File: src/rtl/kinetics_pkg.sv
// Shared types and constants for the reactor-kinetics step sequencer.
// Covers the precursor group count, the group index type and the sequencer states.
package kinetics_pkg;

    localparam int NUM_PRECURSOR_GROUPS = 6;

    typedef logic [2:0] grp_idx_t;

    typedef enum logic [2:0] {
        IDLE,
        FIRE,
        SETTLE,
        REQ,
        DONE
    } seq_state_t;

    localparam grp_idx_t LAST_GRP = grp_idx_t'(NUM_PRECURSOR_GROUPS - 1);

    function automatic logic is_last_group(input grp_idx_t idx);
        return idx == LAST_GRP;
    endfunction

endpackage

File: src/rtl/step_tick_divider.sv
// Divides the system clock into physics timesteps.
// The tick marks the last cycle of each timestep.
module step_tick_divider #(
    parameter int CYCLES_PER_STEP = 6103
) (
    input  logic clk_in,
    input  logic rst_n_in,
    input  logic enable_in,
    output logic tick_out
);

    localparam int CNT_W = $clog2(CYCLES_PER_STEP);
    localparam logic [CNT_W-1:0] LAST_CNT = CNT_W'(CYCLES_PER_STEP - 1);

    logic [CNT_W-1:0] div_cnt;

    // The counter holds at zero while disabled, so every free-run phase starts a full step.
    always_ff @(posedge clk_in or negedge rst_n_in) begin
        if (!rst_n_in) begin
            div_cnt <= '0;
        end else if (!enable_in) begin
            div_cnt <= '0;
        end else if (div_cnt == LAST_CNT) begin
            div_cnt <= '0;
        end else begin
            div_cnt <= div_cnt + 1'b1;
        end
    end

    assign tick_out = (div_cnt == LAST_CNT);

endmodule

File: src/rtl/kinetics_step_sequencer.sv
// Paces the reactor simulation: strobes the flux model each timestep, waits out its latency,
// then walks the delayed-neutron precursor groups through the shared update unit.
import kinetics_pkg::*;

module kinetics_step_sequencer #(
    parameter int CYCLES_PER_STEP  = 6103,
    parameter int KINETICS_LATENCY = 5,
    parameter int ACK_TIMEOUT      = 64
) (
    input  logic        clk_in,
    input  logic        rst_n_in,
    input  logic        enable_in,
    input  logic        step_now_in,
    input  logic        clear_flags_in,
    output logic        new_timestep_out,
    output logic        grp_req_out,
    output logic [2:0]  grp_idx_out,
    input  logic        grp_ack_in,
    output logic        busy_out,
    output logic [31:0] step_count_out,
    output logic        overrun_out,
    output logic        fault_out
);

    localparam int SETTLE_W = $clog2(KINETICS_LATENCY + 1);
    localparam int WAIT_W   = $clog2(ACK_TIMEOUT + 1);
    localparam logic [SETTLE_W-1:0] SETTLE_LOAD = SETTLE_W'(KINETICS_LATENCY - 1);
    localparam logic [WAIT_W-1:0]   WAIT_LAST   = WAIT_W'(ACK_TIMEOUT - 1);

    seq_state_t          state;
    seq_state_t          state_next;
    logic [SETTLE_W-1:0] settle_cnt;
    logic [SETTLE_W-1:0] settle_next;
    logic [WAIT_W-1:0]   wait_cnt;
    logic [WAIT_W-1:0]   wait_next;
    grp_idx_t            grp_idx;
    grp_idx_t            grp_next;

    logic tick;
    logic start;
    logic overrun_set;
    logic timeout;
    logic step_done;

    step_tick_divider #(
        .CYCLES_PER_STEP(CYCLES_PER_STEP)
    ) u_divider (
        .clk_in   (clk_in),
        .rst_n_in (rst_n_in),
        .enable_in(enable_in),
        .tick_out (tick)
    );

    // A latched fault freezes the sequencer and also masks overrun reporting.
    assign start = !fault_out && (state == IDLE) &&
                   (tick || (step_now_in && !enable_in));
    assign overrun_set = tick && (state != IDLE) && !fault_out;

    always_ff @(posedge clk_in or negedge rst_n_in) begin
        if (!rst_n_in) begin
            state      <= IDLE;
            settle_cnt <= '0;
            wait_cnt   <= '0;
            grp_idx    <= '0;
        end else begin
            state      <= state_next;
            settle_cnt <= settle_next;
            wait_cnt   <= wait_next;
            grp_idx    <= grp_next;
        end
    end

    always_comb begin
        state_next  = state;
        settle_next = settle_cnt;
        wait_next   = wait_cnt;
        grp_next    = grp_idx;
        timeout     = 1'b0;
        step_done   = 1'b0;
        case (state)
            IDLE: begin
                if (start) begin
                    state_next = FIRE;
                end
            end
            FIRE: begin
                settle_next = SETTLE_LOAD;
                state_next  = SETTLE;
            end
            SETTLE: begin
                if (settle_cnt == '0) begin
                    grp_next   = '0;
                    wait_next  = '0;
                    state_next = REQ;
                end else begin
                    settle_next = settle_cnt - 1'b1;
                end
            end
            REQ: begin
                // An ack on the final allowed wait cycle still counts as accepted.
                if (grp_ack_in) begin
                    wait_next = '0;
                    if (is_last_group(grp_idx)) begin
                        state_next = DONE;
                    end else begin
                        grp_next = grp_idx + 1'b1;
                    end
                end else if (wait_cnt == WAIT_LAST) begin
                    timeout    = 1'b1;
                    wait_next  = '0;
                    state_next = IDLE;
                end else begin
                    wait_next = wait_cnt + 1'b1;
                end
            end
            DONE: begin
                step_done  = 1'b1;
                state_next = IDLE;
            end
            default: begin
                state_next = IDLE;
            end
        endcase
    end

    always_ff @(posedge clk_in or negedge rst_n_in) begin
        if (!rst_n_in) begin
            new_timestep_out <= 1'b0;
            busy_out         <= 1'b0;
            step_count_out   <= '0;
            overrun_out      <= 1'b0;
            fault_out        <= 1'b0;
        end else begin
            new_timestep_out <= (state_next == FIRE);
            busy_out         <= (state_next != IDLE);
            if (step_done) begin
                step_count_out <= step_count_out + 32'd1;
            end
            // Setting a flag wins over a simultaneous clear.
            if (overrun_set) begin
                overrun_out <= 1'b1;
            end else if (clear_flags_in) begin
                overrun_out <= 1'b0;
            end
            if (timeout) begin
                fault_out <= 1'b1;
            end else if (clear_flags_in) begin
                fault_out <= 1'b0;
            end
        end
    end

    assign grp_req_out = (state == REQ);
    assign grp_idx_out = (state == REQ) ? grp_idx : '0;

endmodule

File: config.mk
export PLATFORM = sky130hd
export DESIGN_NAME = kinetics_step_sequencer
export DESIGN_NICKNAME = d
export VERILOG_FILES = /design/src/rtl/kinetics_pkg.sv /design/src/rtl/step_tick_divider.sv /design/src/rtl/kinetics_step_sequencer.sv
export SDC_FILE = /design/constraint.sdc
export NUM_CORES = 1
export LEC_CHECK = 0
export BUFFER_PORTS_ARGS = -buffer_cell sky130_fd_sc_hd__clkbuf_2
export CAP_MARGIN = 10
export CORE_MARGIN = 4
export CORE_UTILIZATION = 41
export DETAILED_ROUTE_END_ITERATION = 10
export HOLD_SLACK_MARGIN = 0.02
export PLACE_DENSITY_LB_ADDON = 0.2
export SKIP_CTS_REPAIR_TIMING = 1
export SYNTH_ARGS = -nofsm -noshare
export SYNTH_HDL_FRONTEND = slang
export SYNTH_SLANG_ARGS = --single-unit
File: constraint.sdc
create_clock -name clk_in -period 2.7 [get_ports clk_in]
set_input_delay 0.27 -clock clk_in [delete_from_list [all_inputs] [get_ports clk_in]]
set_output_delay 0.27 -clock clk_in [all_outputs]
set_load 0.01 [all_outputs]
==> results of run 1 <==
[layer usage]
| layer | wire length, um | vias up | part of all wire (%) |
|---|---|---|---|
| met5 | 0 | - | 0 |
| met2 | 2980 | 60 | 45 |
| met4 | 112 | 0 | 1.7 |
| met1 | 3130 | 1170 | 48 |
| met3 | 332 | 11 | 5.1 |
| li1 | - | 1209 | - |
[cell usage in the layout, fill, tap and decap left out, types with 2 or more instances in the layout]
| master | n |
|---|---|
| dfrtp_1 | 65 |
| clkbuf_2 | 45 |
| xnor2_1 | 31 |
| nand4_1 | 23 |
| nand2_1 | 22 |
| nor2_1 | 22 |
| nand3_1 | 21 |
| xor2_1 | 13 |
| inv_1 | 12 |
| clkbuf_8 | 11 |
| and3_1 | 10 |
| a21oi_1 | 8 |
| ha_1 | 8 |
| o21ai_0 | 6 |
| nor4_1 | 6 |
| nor3_1 | 5 |
| buf_4 | 5 |
| o211ai_1 | 4 |
| or3_1 | 4 |
| o21bai_1 | 3 |
| and2_1 | 3 |
| clkinvlp_4 | 3 |
| o41ai_1 | 2 |
| or4_1 | 2 |
| and4_1 | 2 |
| nand2b_1 | 2 |
| nor2b_1 | 2 |
| nand4b_1 | 2 |
| o31ai_1 | 2 |
| o21a_1 | 2 |
| o32ai_1 | 2 |
| o2bb2ai_1 | 2 |
[path summary, 6_finish.rpt]
path / slack, ps / depth (start not counted) / start / end
max reg2reg: 700 / 4 / state[1]$_DFF_PN0_ / grp_idx[2]$_DFFE_PN0P_
min in group asynchronous: 400 / 2 / rst_n_in / step_count_out[10]$_DFFE_PN0N_
max in group asynchronous: 1600 / 3 / rst_n_in / state[1]$_DFF_PN0_
max: 700 / 4 / state[1]$_DFF_PN0_ / grp_idx[2]$_DFFE_PN0P_
min reg2reg: 480 / 1 / u_divider.div_cnt[0]$_DFF_PN0_ / u_divider.div_cnt[0]$_DFF_PN0_
min: 140 / 2 / clear_flags_in / fault_out$_DFFE_PN0P_
[metrics by stage]
step           cell area, um^2  util [%]  cells  setup WS (ps)  hold WS (ps)
2_1_floorplan             3220         -    312            883         -25.6
5_1_grt                   3740      48.7    469            544           157
6_report                  3740      48.7    469            701           138
3_3_place_gp              3550      46.2    452            764           240
3_5_place_dp              3550      46.2    452            710           243
4_1_cts                   3730      48.5    468            705          -130
[worst reg2reg max path: cells and delay by family (launching register included)]
kind            cells  cell delay, ps
simple gates        2            1020
flops               1             520
compound gates      2             390
[cell type report]
class	instances	area, um^2	share of cell area [%]
Tap cell	102	128	3.41
Clock inverter	4	27.5	0.736
Sequential cell	65	1630	43.5
Inverter	12	45.0	1.20
Timing Repair Buffer	51	273	7.29
Clock buffer	12	155	4.15
Multi-Input combinational cell	223	1490	39.7
[cell usage after synthesis, drive strengths merged (7+ instances only)]
master / number
and3: 10
ha: 8
xnor2: 31
inv: 12
nand3: 21
nor2: 23
xor2: 13
nand2: 22
o21ai: 7
nand4: 23
dfrtp: 65
a21oi: 8
nor4: 7
[cells by family after synthesis]
kind of cell,Yosys count,synth area share (%)
simple gates,135,23.5
flops,65,50.5
xor+xnor,44,12.0
compound gates,36,7.62
buf+inv,24,3.27
fa+ha+maj,8,3.11
[registers in the layout (all words and copies together) (netlist names)]
register / count
busy_out: 1
fault_out: 1
grp_idx: 3
new_timestep_out: 1
overrun_out: 1
settle_cnt: 3
state: 3
step_count_out: 32
u_divider.div_cnt: 13
wait_cnt: 7
[power groups by stage]
stage / logic (W) / registers, W / clock network [W]
2_1_floorplan: 0.000404 / 0.00113 / 0
3_3_place_gp: 0.000548 / 0.00114 / 0
3_5_place_dp: 0.000554 / 0.00114 / 0
4_1_cts: 0.000558 / 0.00112 / 0.000778
5_1_grt: 0.000634 / 0.00114 / 0.000822
6_report: 0.000555 / 0.00112 / 0.000758
==> out/metrics.csv, run 1 <==
stage;metric;value;unit
global_routing;grt-ovfl-total;0;
critical_path;crit_type;flip-flop to flip-flop;
clocking;cts.path.max_buffers;2;
sta;finalHoldViolCount;0;
critical_path;critPathBufInv;0;
yosys;ys_types;45;
yosys;async_reset_ff_share;100;%
clocking;insertion_delay;340;ps
power_and_ir_drop;seq_power_share;46.2;%
power_and_ir_drop;p_clk_share;31.1;%
routing;drt-total-wl;6.55;mm
yosys;syn-num-nets;326;
global_routing;antenna_found_initial;0;
yosys;synth_top_flop_cell;dfrtp_1;
yosys;netlist_area;3220;um^2
sta;worst_slew_pin_slew;556;ps
sta;tns;0;ps
die;io_pins;46;
sta;fmax;500;MHz
sta;finalSetupViolations;0;
yosys;yosys_warnings;0;
sta;grt_setup_unrepaired;false;
routing;wl_per_cell;14.0;um
power_and_ir_drop;swShare;32.7;%
global_routing;top_usage_layer;met2;
clocking;cts-root-buf;clkbuf_8;
hold_path;hold_class;primary input to flip-flop;
layout;areaGrowthSynthToFinish;16.3;%
routing;vias;2450;
critical_path;path_cells;nor2b_1 > o21ai_2 > or4_1 > a21boi_1;
layout;nNetsFinal;376;
clocking;cts_sinks;65;
global_routing;grtUsageMet1;20.0;%
critical_path;worst_setup_path_start_kind;flip-flop;
layout;layout-drive-gt1-share;19.1;%
global_routing;grt_max_degree;26;
status;status;completed;
sta;slew_headroom;62.6;%
critical_path;cp_top_family;simple AND/OR/NAND/NOR gates;
yosys;yosysTopAreaCellShare;50.5;%
global_routing;use_met3;3.72;%
die;start_util;41.9;%
yosys;synth_area_leaders;dfrtp_1 51%, xnor2_1 8.4%, nand4_1 4.5%, xor2_1 3.5%, nand3_1 3.3%;
yosys;syn_avg_cell_area;10.3;um^2
critical_path;cp_slowest_cell;dfrtp_1;
routing;drtIter0Drc;98;
die;die_w;96.6;um
routing;viasPerCell;5.22;
yosys;seq_area_frac_synth;50.5;%
placement;dpl.hpwl;4.66;mm
sta;clock_skew;9.02;ps
critical_path;cp_data_arrival_time;2260;ps
power_and_ir_drop;total_power;0.00244;W
layout;diodes;0;
power_and_ir_drop;power_frac_comb;22.8;%
yosys;synth_edf_count;0;
sta;finalCritPeriodShare;74.1;%
global_routing;track_usage;15.2;%
critical_path;max_stage_delay;520;ps
power_and_ir_drop;power_density;651;nW/um^2
routing;drtPass1Iterations;4;
yosys;yosys.area.top_type;dfrtp_1;
yosys;synthCells;312;
routing;ant_nets;0;
layout;fillers;739;
sta;fin_crit;2000;ps
power_and_ir_drop;switchingPower;0.000797;W
critical_path;path_max_fanout;11;
clocking;cts_max_level;3;
die;dieHeight;96.6;um
placement;gpl.final_weighted_congestion;0.858;
critical_path;crit_path_end_kind;flip-flop;
placement;io_buffers;45;
global_routing;grt_pass1_vias;2397;
die;rows;32;
sta;slew_viol_final;0;
routing;drc;0;
power_and_ir_drop;ir_drop;495;uV
die;dieArea;9330;um^2
global_routing;gr-usage-met2;24.5;%
die;fp.coreArea;7690;um^2
clocking;cts_tree;built;
power_and_ir_drop;power.leakage;1.70;nW
job;cap_violations;0;
power_and_ir_drop;power.internal;0.00164;W
critical_path;worstPathRequired;2960;ps
global_routing;grt_pass1_wl;11.1;mm
yosys;ys_seq_elements;65;
clocking;cts_inserted_buffers;9;
clocking;clk_pin_slew;70;ps
(Power assumes the default switching activity.)
==> inputs of run 2 (changes only) <==
==> constraint.sdc (replaced) <==
create_clock -name clk_in -period 2 [get_ports clk_in]
set_input_delay 0.2 -clock clk_in [delete_from_list [all_inputs] [get_ports clk_in]]
set_output_delay 0.2 -clock clk_in [all_outputs]
set_load 0.01 [all_outputs]
==> out/metrics.csv, run 2 (synthesis gave the netlist of run 1 again) <==
stage;metric;value;unit
sta;fmax;541;MHz
layout;nNetsFinal;380;
layout;fillers;744;
routing;drc;0;
clocking;cts_sinks;65;
die;io_pins;46;
routing;ant_nets;0;
critical_path;cp_data_arrival_time;2070;ps
sta;grt_setup_unrepaired;false;
layout;biggestRegsByFlops;step_count_out: 32 flops, u_divider.div_cnt: 13 flops, wait_cnt: 7 flops;
clocking;cts_inserted_buffers;9;
sta;fin_crit;1850;ps
clocking;clk_pin_slew;70;ps
critical_path;cp_slowest_cell;or3b_1;
layout;areaGrowthSynthToFinish;17.2;%
sta;worst_slew_pin_slew;564;ps
placement;dp_slack;148;ps
sta;finalCritPeriodShare;92.5;%
global_routing;grt_pass1_vias;2389;
job;cap_violations;0;
global_routing;antenna_found_initial;0;
critical_path;path_max_fanout;9;
global_routing;grt-ovfl-total;0;
power_and_ir_drop;power.leakage;1.73;nW
layout;largest_register;step_count_out;
routing;wl_per_cell;14.1;um
die;start_util;41.9;%
sta;setup_slack;151;ps
die;rows;32;
power_and_ir_drop;ir_drop;508;uV
critical_path;crit_type;flip-flop to flip-flop;
global_routing;grt_max_degree;66;
critical_path;crit_path_end_kind;flip-flop;
sta;slew_headroom;62.1;%
global_routing;grt_pass1_wl;11.5;mm
layout;final_common_cell;dfrtp_1;
routing;vias;2478;
sta;finalSetupViolations;0;
clocking;cts-root-buf;clkbuf_8;
routing;viasPerCell;5.24;
critical_path;path_cells;or3b_1 > nor3_4 > nand4_1 > xnor2_1;
routing;drtPass1Iterations;4;
critical_path;worstPathRequired;2220;ps
layout;seq_area;1630;um^2
clocking;cts_tree;built;
critical_path;max_stage_delay;560;ps
power_and_ir_drop;total_power;0.00327;W
critical_path;worst_setup_path_start_kind;flip-flop;
critical_path;cp_top_family;simple AND/OR/NAND/NOR gates;
die;die_w;96.6;um
die;dieHeight;96.6;um
sta;clock_skew;9.93;ps
layout;diodes;0;
layout;layout-drive-gt1-share;20.2;%
placement;dpl.hpwl;4.65;mm
layout;final_cell_mix;65 x dfrtp_1, 45 x clkbuf_2, 31 x xnor2_1;
layout;utilization;49.1;%
layout;largest_register_ffs;32;
critical_path;rrSetupSlack;150;ps
sta;finalHoldViolCount;0;
placement;gpl.final_weighted_congestion;0.848;
routing;drt-total-wl;6.68;mm
layout;multi_input_area;1490;um^2
global_routing;track_usage;15.7;%
status;status;completed;
routing;drtIter0Drc;74;
sta;tns;0;ps
sta;slew_viol_final;0;
clocking;cts_max_level;3;
clocking;insertion_delay;330;ps
power_and_ir_drop;power_density;867;nW/um^2
die;fp.coreArea;7690;um^2
placement;io_buffers;45;
clocking;cts.path.max_buffers;2;
die;dieArea;9330;um^2
critical_path;critPathBufInv;0;
hold_path;hold_class;primary input to flip-flop;
==> run 2: cell types whose count changed in the layout (fill, tap and decap cells not counted) <==
cell,previous run,this run
clkinv_2,1,4
o41ai_2,0,1
buf_12,0,1
o41ai_1,2,1
clkinvlp_4,3,2
buf_4,5,8
clkbuf_8,11,9
==> run 2: worst paths after layout <==
| kind | from | endpoint | cells after the start |
|---|---|---|---|
| worst max-delay path | state[0]$_DFF_PN0_ | step_count_out[31]$_DFFE_PN0N_ | 4 |
| worst min-delay path | clear_flags_in | fault_out$_DFFE_PN0P_ | 2 |
| worst max register to register | state[0]$_DFF_PN0_ | step_count_out[31]$_DFFE_PN0N_ | 4 |
| worst min register to register | u_divider.div_cnt[0]$_DFF_PN0_ | u_divider.div_cnt[0]$_DFF_PN0_ | 1 |
| max in group asynchronous | rst_n_in | grp_idx[1]$_DFFE_PN0P_ | 3 |
| min in group asynchronous | rst_n_in | step_count_out[7]$_DFFE_PN0N_ | 3 |
==> run 2: routing by layer <==
metal / track usage, % / share of wire [%]
met1: 22.4 / 49
met5: 0 / 0
met4: 6.78 / 2.4
met3: 3.18 / 4.4
met2: 23.2 / 45
==> run 2: per-stage QoR <==
step	hold WS (ps)	instances	instance area, um^2
3_5_place_dp	250	456	3590
2_1_floorplan	-95.6	312	3220
4_1_cts	-113	472	3750
3_3_place_gp	251	456	3590
6_report	64.6	473	3770
5_1_grt	67.7	473	3770
==> run 2: final cells by class <==
cell class | instances | share of cell area [%]
Clock inverter | 6 | 0.929
Clock buffer | 10 | 3.38
Sequential cell | 65 | 43.1
Inverter | 12 | 1.19
Multi-Input combinational cell | 223 | 39.6
Timing Repair Buffer | 55 | 8.36
Tap cell | 102 | 3.38
==> run 2: power by group <==
part | internal, W | switching (W) | total (W)
clock | 0.000441 | 0.000500 | 0.000940
sequential | 0.00142 | 0.0000866 | 0.00151
combinational | 0.000316 | 0.000508 | 0.000823
total | 0.00218 | 0.00109 | 0.00327
==> inputs of run 3 (changes only) <==
--- a/config.mk
+++ b/config.mk
@@ -5,6 +5,7 @@
 export SDC_FILE = /design/constraint.sdc
 export NUM_CORES = 1
 export LEC_CHECK = 0
+export ABC_AREA = 1
 export BUFFER_PORTS_ARGS = -buffer_cell sky130_fd_sc_hd__clkbuf_2
 export CAP_MARGIN = 10
 export CORE_MARGIN = 4
==> out/metrics.csv, run 3 <==
stage;metric;value;unit
status;status;completed;
layout;diodes;0;
yosys;synth_top_flop_cell;dfrtp_1;
yosys;syn-num-nets;516;
power_and_ir_drop;ir_drop;792;uV
power_and_ir_drop;power_frac_comb;19.8;%
yosys;async_reset_ff_share;100;%
critical_path;cp_top_family;simple AND/OR/NAND/NOR gates;
yosys;synth_commonest_cells;171 x nand2_1, 80 x nor2_1, 65 x dfrtp_1, 54 x inv_1, 31 x nand3_1;
yosys;synth_top_family_by_area;simple AND/OR/NAND/NOR gates;
critical_path;critPathBufInv;1;
sta;finalSetupViolations;0;
placement;gpl.final_weighted_congestion;0.894;
routing;ant_nets;0;
sta;fmax;616;MHz
placement;dpl.hpwl;6.29;mm
routing;wl_per_cell;12.3;um
placement;dp_slack;379;ps
critical_path;path_max_fanout;15;
power_and_ir_drop;p_clk_share;34.2;%
yosys;ys_types;30;
yosys;synth_xor_area_share;5.43;%
die;start_util;42.3;%
sta;fin_crit;1620;ps
global_routing;grt-ovfl-total;0;
critical_path;max_stage_delay;490;ps
sta;grt_setup_unrepaired;false;
routing;drt-total-wl;8.24;mm
clocking;cts_inserted_buffers;9;
global_routing;antenna_found_initial;0;
routing;drc;0;
global_routing;track_usage;17.2;%
hold_path;hold_class;primary input to flip-flop;
layout;areaGrowthSynthToFinish;15.4;%
placement;placed_cell_area;4070;um^2
routing;viasPerCell;4.84;
yosys;yosysTopAreaCellShare;43.8;%
yosys;yosys.area.top_type;dfrtp_1;
sta;slew_headroom;69.0;%
clocking;cts.path.max_buffers;2;
clocking;cts_tree;built;
clocking;clk_pin_slew;80;ps
power_and_ir_drop;total_power;0.00333;W
yosys;netlist_area;3710;um^2
layout;final_common_cell;nand2_1;
yosys;ys_seq_elements;65;
yosys;synth_fa_ha_area_share;2.70;%
sta;clock_skew;7.85;ps
layout;biggestRegsByFlops;step_count_out: 32 flops, u_divider.div_cnt: 13 flops, wait_cnt: 7 flops;
job;cap_violations;0;
sta;setup_slack;376;ps
sta;slew_viol_final;0;
clocking;insertion_delay;340;ps
yosys;synthCells;502;
power_and_ir_drop;power_density;778;nW/um^2
power_and_ir_drop;swShare;32.1;%
placement;io_buffers;45;
routing;drtPass1Iterations;4;
yosys;synth_area_leaders;dfrtp_1 44%, nand2_1 17%, nor2_1 8.1%, inv_1 5.5%, nand3_1 4.2%;
layout;final_cell_mix;171 x nand2_1, 80 x nor2_1, 65 x dfrtp_1;
yosys;seq_area_frac_synth;43.8;%
critical_path;worstPathRequired;2220;ps
layout;largest_register;step_count_out;
power_and_ir_drop;switchingPower;0.00107;W
global_routing;grt_max_degree;66;
critical_path;crit_path_end_kind;flip-flop;
sta;worst_slew_pin_slew;462;ps
clocking;cts_max_level;3;
yosys;yosys_warnings;0;
power_and_ir_drop;seq_power_share;46.0;%
critical_path;rrSetupSlack;380;ps
global_routing;grt_pass1_wl;14.4;mm
critical_path;worst_setup_path_start_kind;flip-flop;
layout;nNetsFinal;571;
sta;hold_slack;67.6;ps
yosys;syn_avg_cell_area;7.39;um^2
die;dieArea;10600;um^2
sta;tns;0;ps
die;dieHeight;103;um
yosys;synthSimpleGateAreaFrac;37.1;%
critical_path;cp_slowest_cell;dfrtp_1;
layout;layout-drive-gt1-share;15.3;%
die;fp.coreArea;8760;um^2
yosys;yosysMostFrequentCell;nand2_1;
yosys;synth_compound_area_share;4.22;%
die;die_w;103;um
clocking;cts_sinks;65;
die;io_pins;46;
power_and_ir_drop;power.internal;0.00226;W
critical_path;path_cells;nor2_4 > nand2_4 > inv_1 > nand2_1 > xnor2_1;
clocking;cts-root-buf;clkbuf_8;
power_and_ir_drop;power.leakage;2.04;nW
yosys;synth_edf_count;0;
yosys;synth_mux_area_share;0.270;%
sta;finalHoldViolCount;0;
layout;largest_register_ffs;32;
sta;finalCritPeriodShare;81.2;%
layout;final_area;4280;um^2
critical_path;cp_data_arrival_time;1850;ps
routing;drtIter0Drc;85;
die;rows;34;
routing;vias;3242;
critical_path;crit_type;flip-flop to flip-flop;
global_routing;grt_pass1_vias;3238;
-- run 3: changes by cell type after synthesis, sizes merged, moves of 10 or more --
| cell | change |
|---|---|
| nand2 | +153 |
| nor2 | +67 |
| inv | +46 |
| xnor2 | -20 |
| nand4 | -18 |
| nand3 | +14 |
| and3 | -10 |
-- run 3: metrics by stage --
step           std cells  util (%)
6_report             670      48.9
2_1_floorplan        502         -
4_1_cts              669      48.8
3_3_place_gp         653      46.4
5_1_grt              670      48.9
3_5_place_dp         653      46.4
-- run 3: cells by family after synthesis --
kind of cell | after synthesis
DFF | 65
AOI/OAI and AO/OA | 27
and+or+nand+nor | 317
muxes | 1
buffers and inverters | 61
adders and majority gates | 8
xor gates and xnor gates | 23
-- run 3: power groups by stage --
stage | logic, W | registers, W | clock network (W)
after floorplan | 0.000510 | 0.00154 | 0
after global placement | 0.000644 | 0.00155 | 0
after detailed placement | 0.000665 | 0.00155 | 0
after CTS | 0.000667 | 0.00153 | 0.00118
after global routing | 0.000769 | 0.00155 | 0.00125
final | 0.000661 | 0.00153 | 0.00114
-- run 3: final timing paths --
kind | from | to | depth (start not counted)
setup / recovery | state[1]$_DFF_PN0_ | step_count_out[5]$_DFFE_PN0N_ | 5
hold / removal | clear_flags_in | fault_out$_DFFE_PN0P_ | 2
setup reg to reg | state[1]$_DFF_PN0_ | step_count_out[5]$_DFFE_PN0N_ | 5
hold reg to reg | settle_cnt[0]$_DFFE_PN0P_ | settle_cnt[0]$_DFFE_PN0P_ | 1
max in group asynchronous | rst_n_in | step_count_out[26]$_DFFE_PN0N_ | 3
min in group asynchronous | rst_n_in | step_count_out[11]$_DFFE_PN0N_ | 3
-- run 3: layer usage --
layer	vias to the layer above	track usage [%]	routed length [um]
met4	0	5.78	153
met3	19	3.38	312
li1	1667	-	-
met1	1495	20.7	3660
met5	-	0	0
met2	61	30.6	4120
-- run 3: final cells by class --
type,count,area [um^2]
well taps,108,135
multi-input cells,376,1840
fillers,865,4480
clock buffers,10,138
inverters,58,218
repair buffers,47,255
flip-flops and latches,65,1630
clock inverters,6,66.3
-- run 3: worst reg2reg max path: cells and delay by family, from the launching register on --
kind	cells	cell delay, ps
xor+xnor	1	140
buf+inv	1	360
flops	1	490
simple gates	3	510
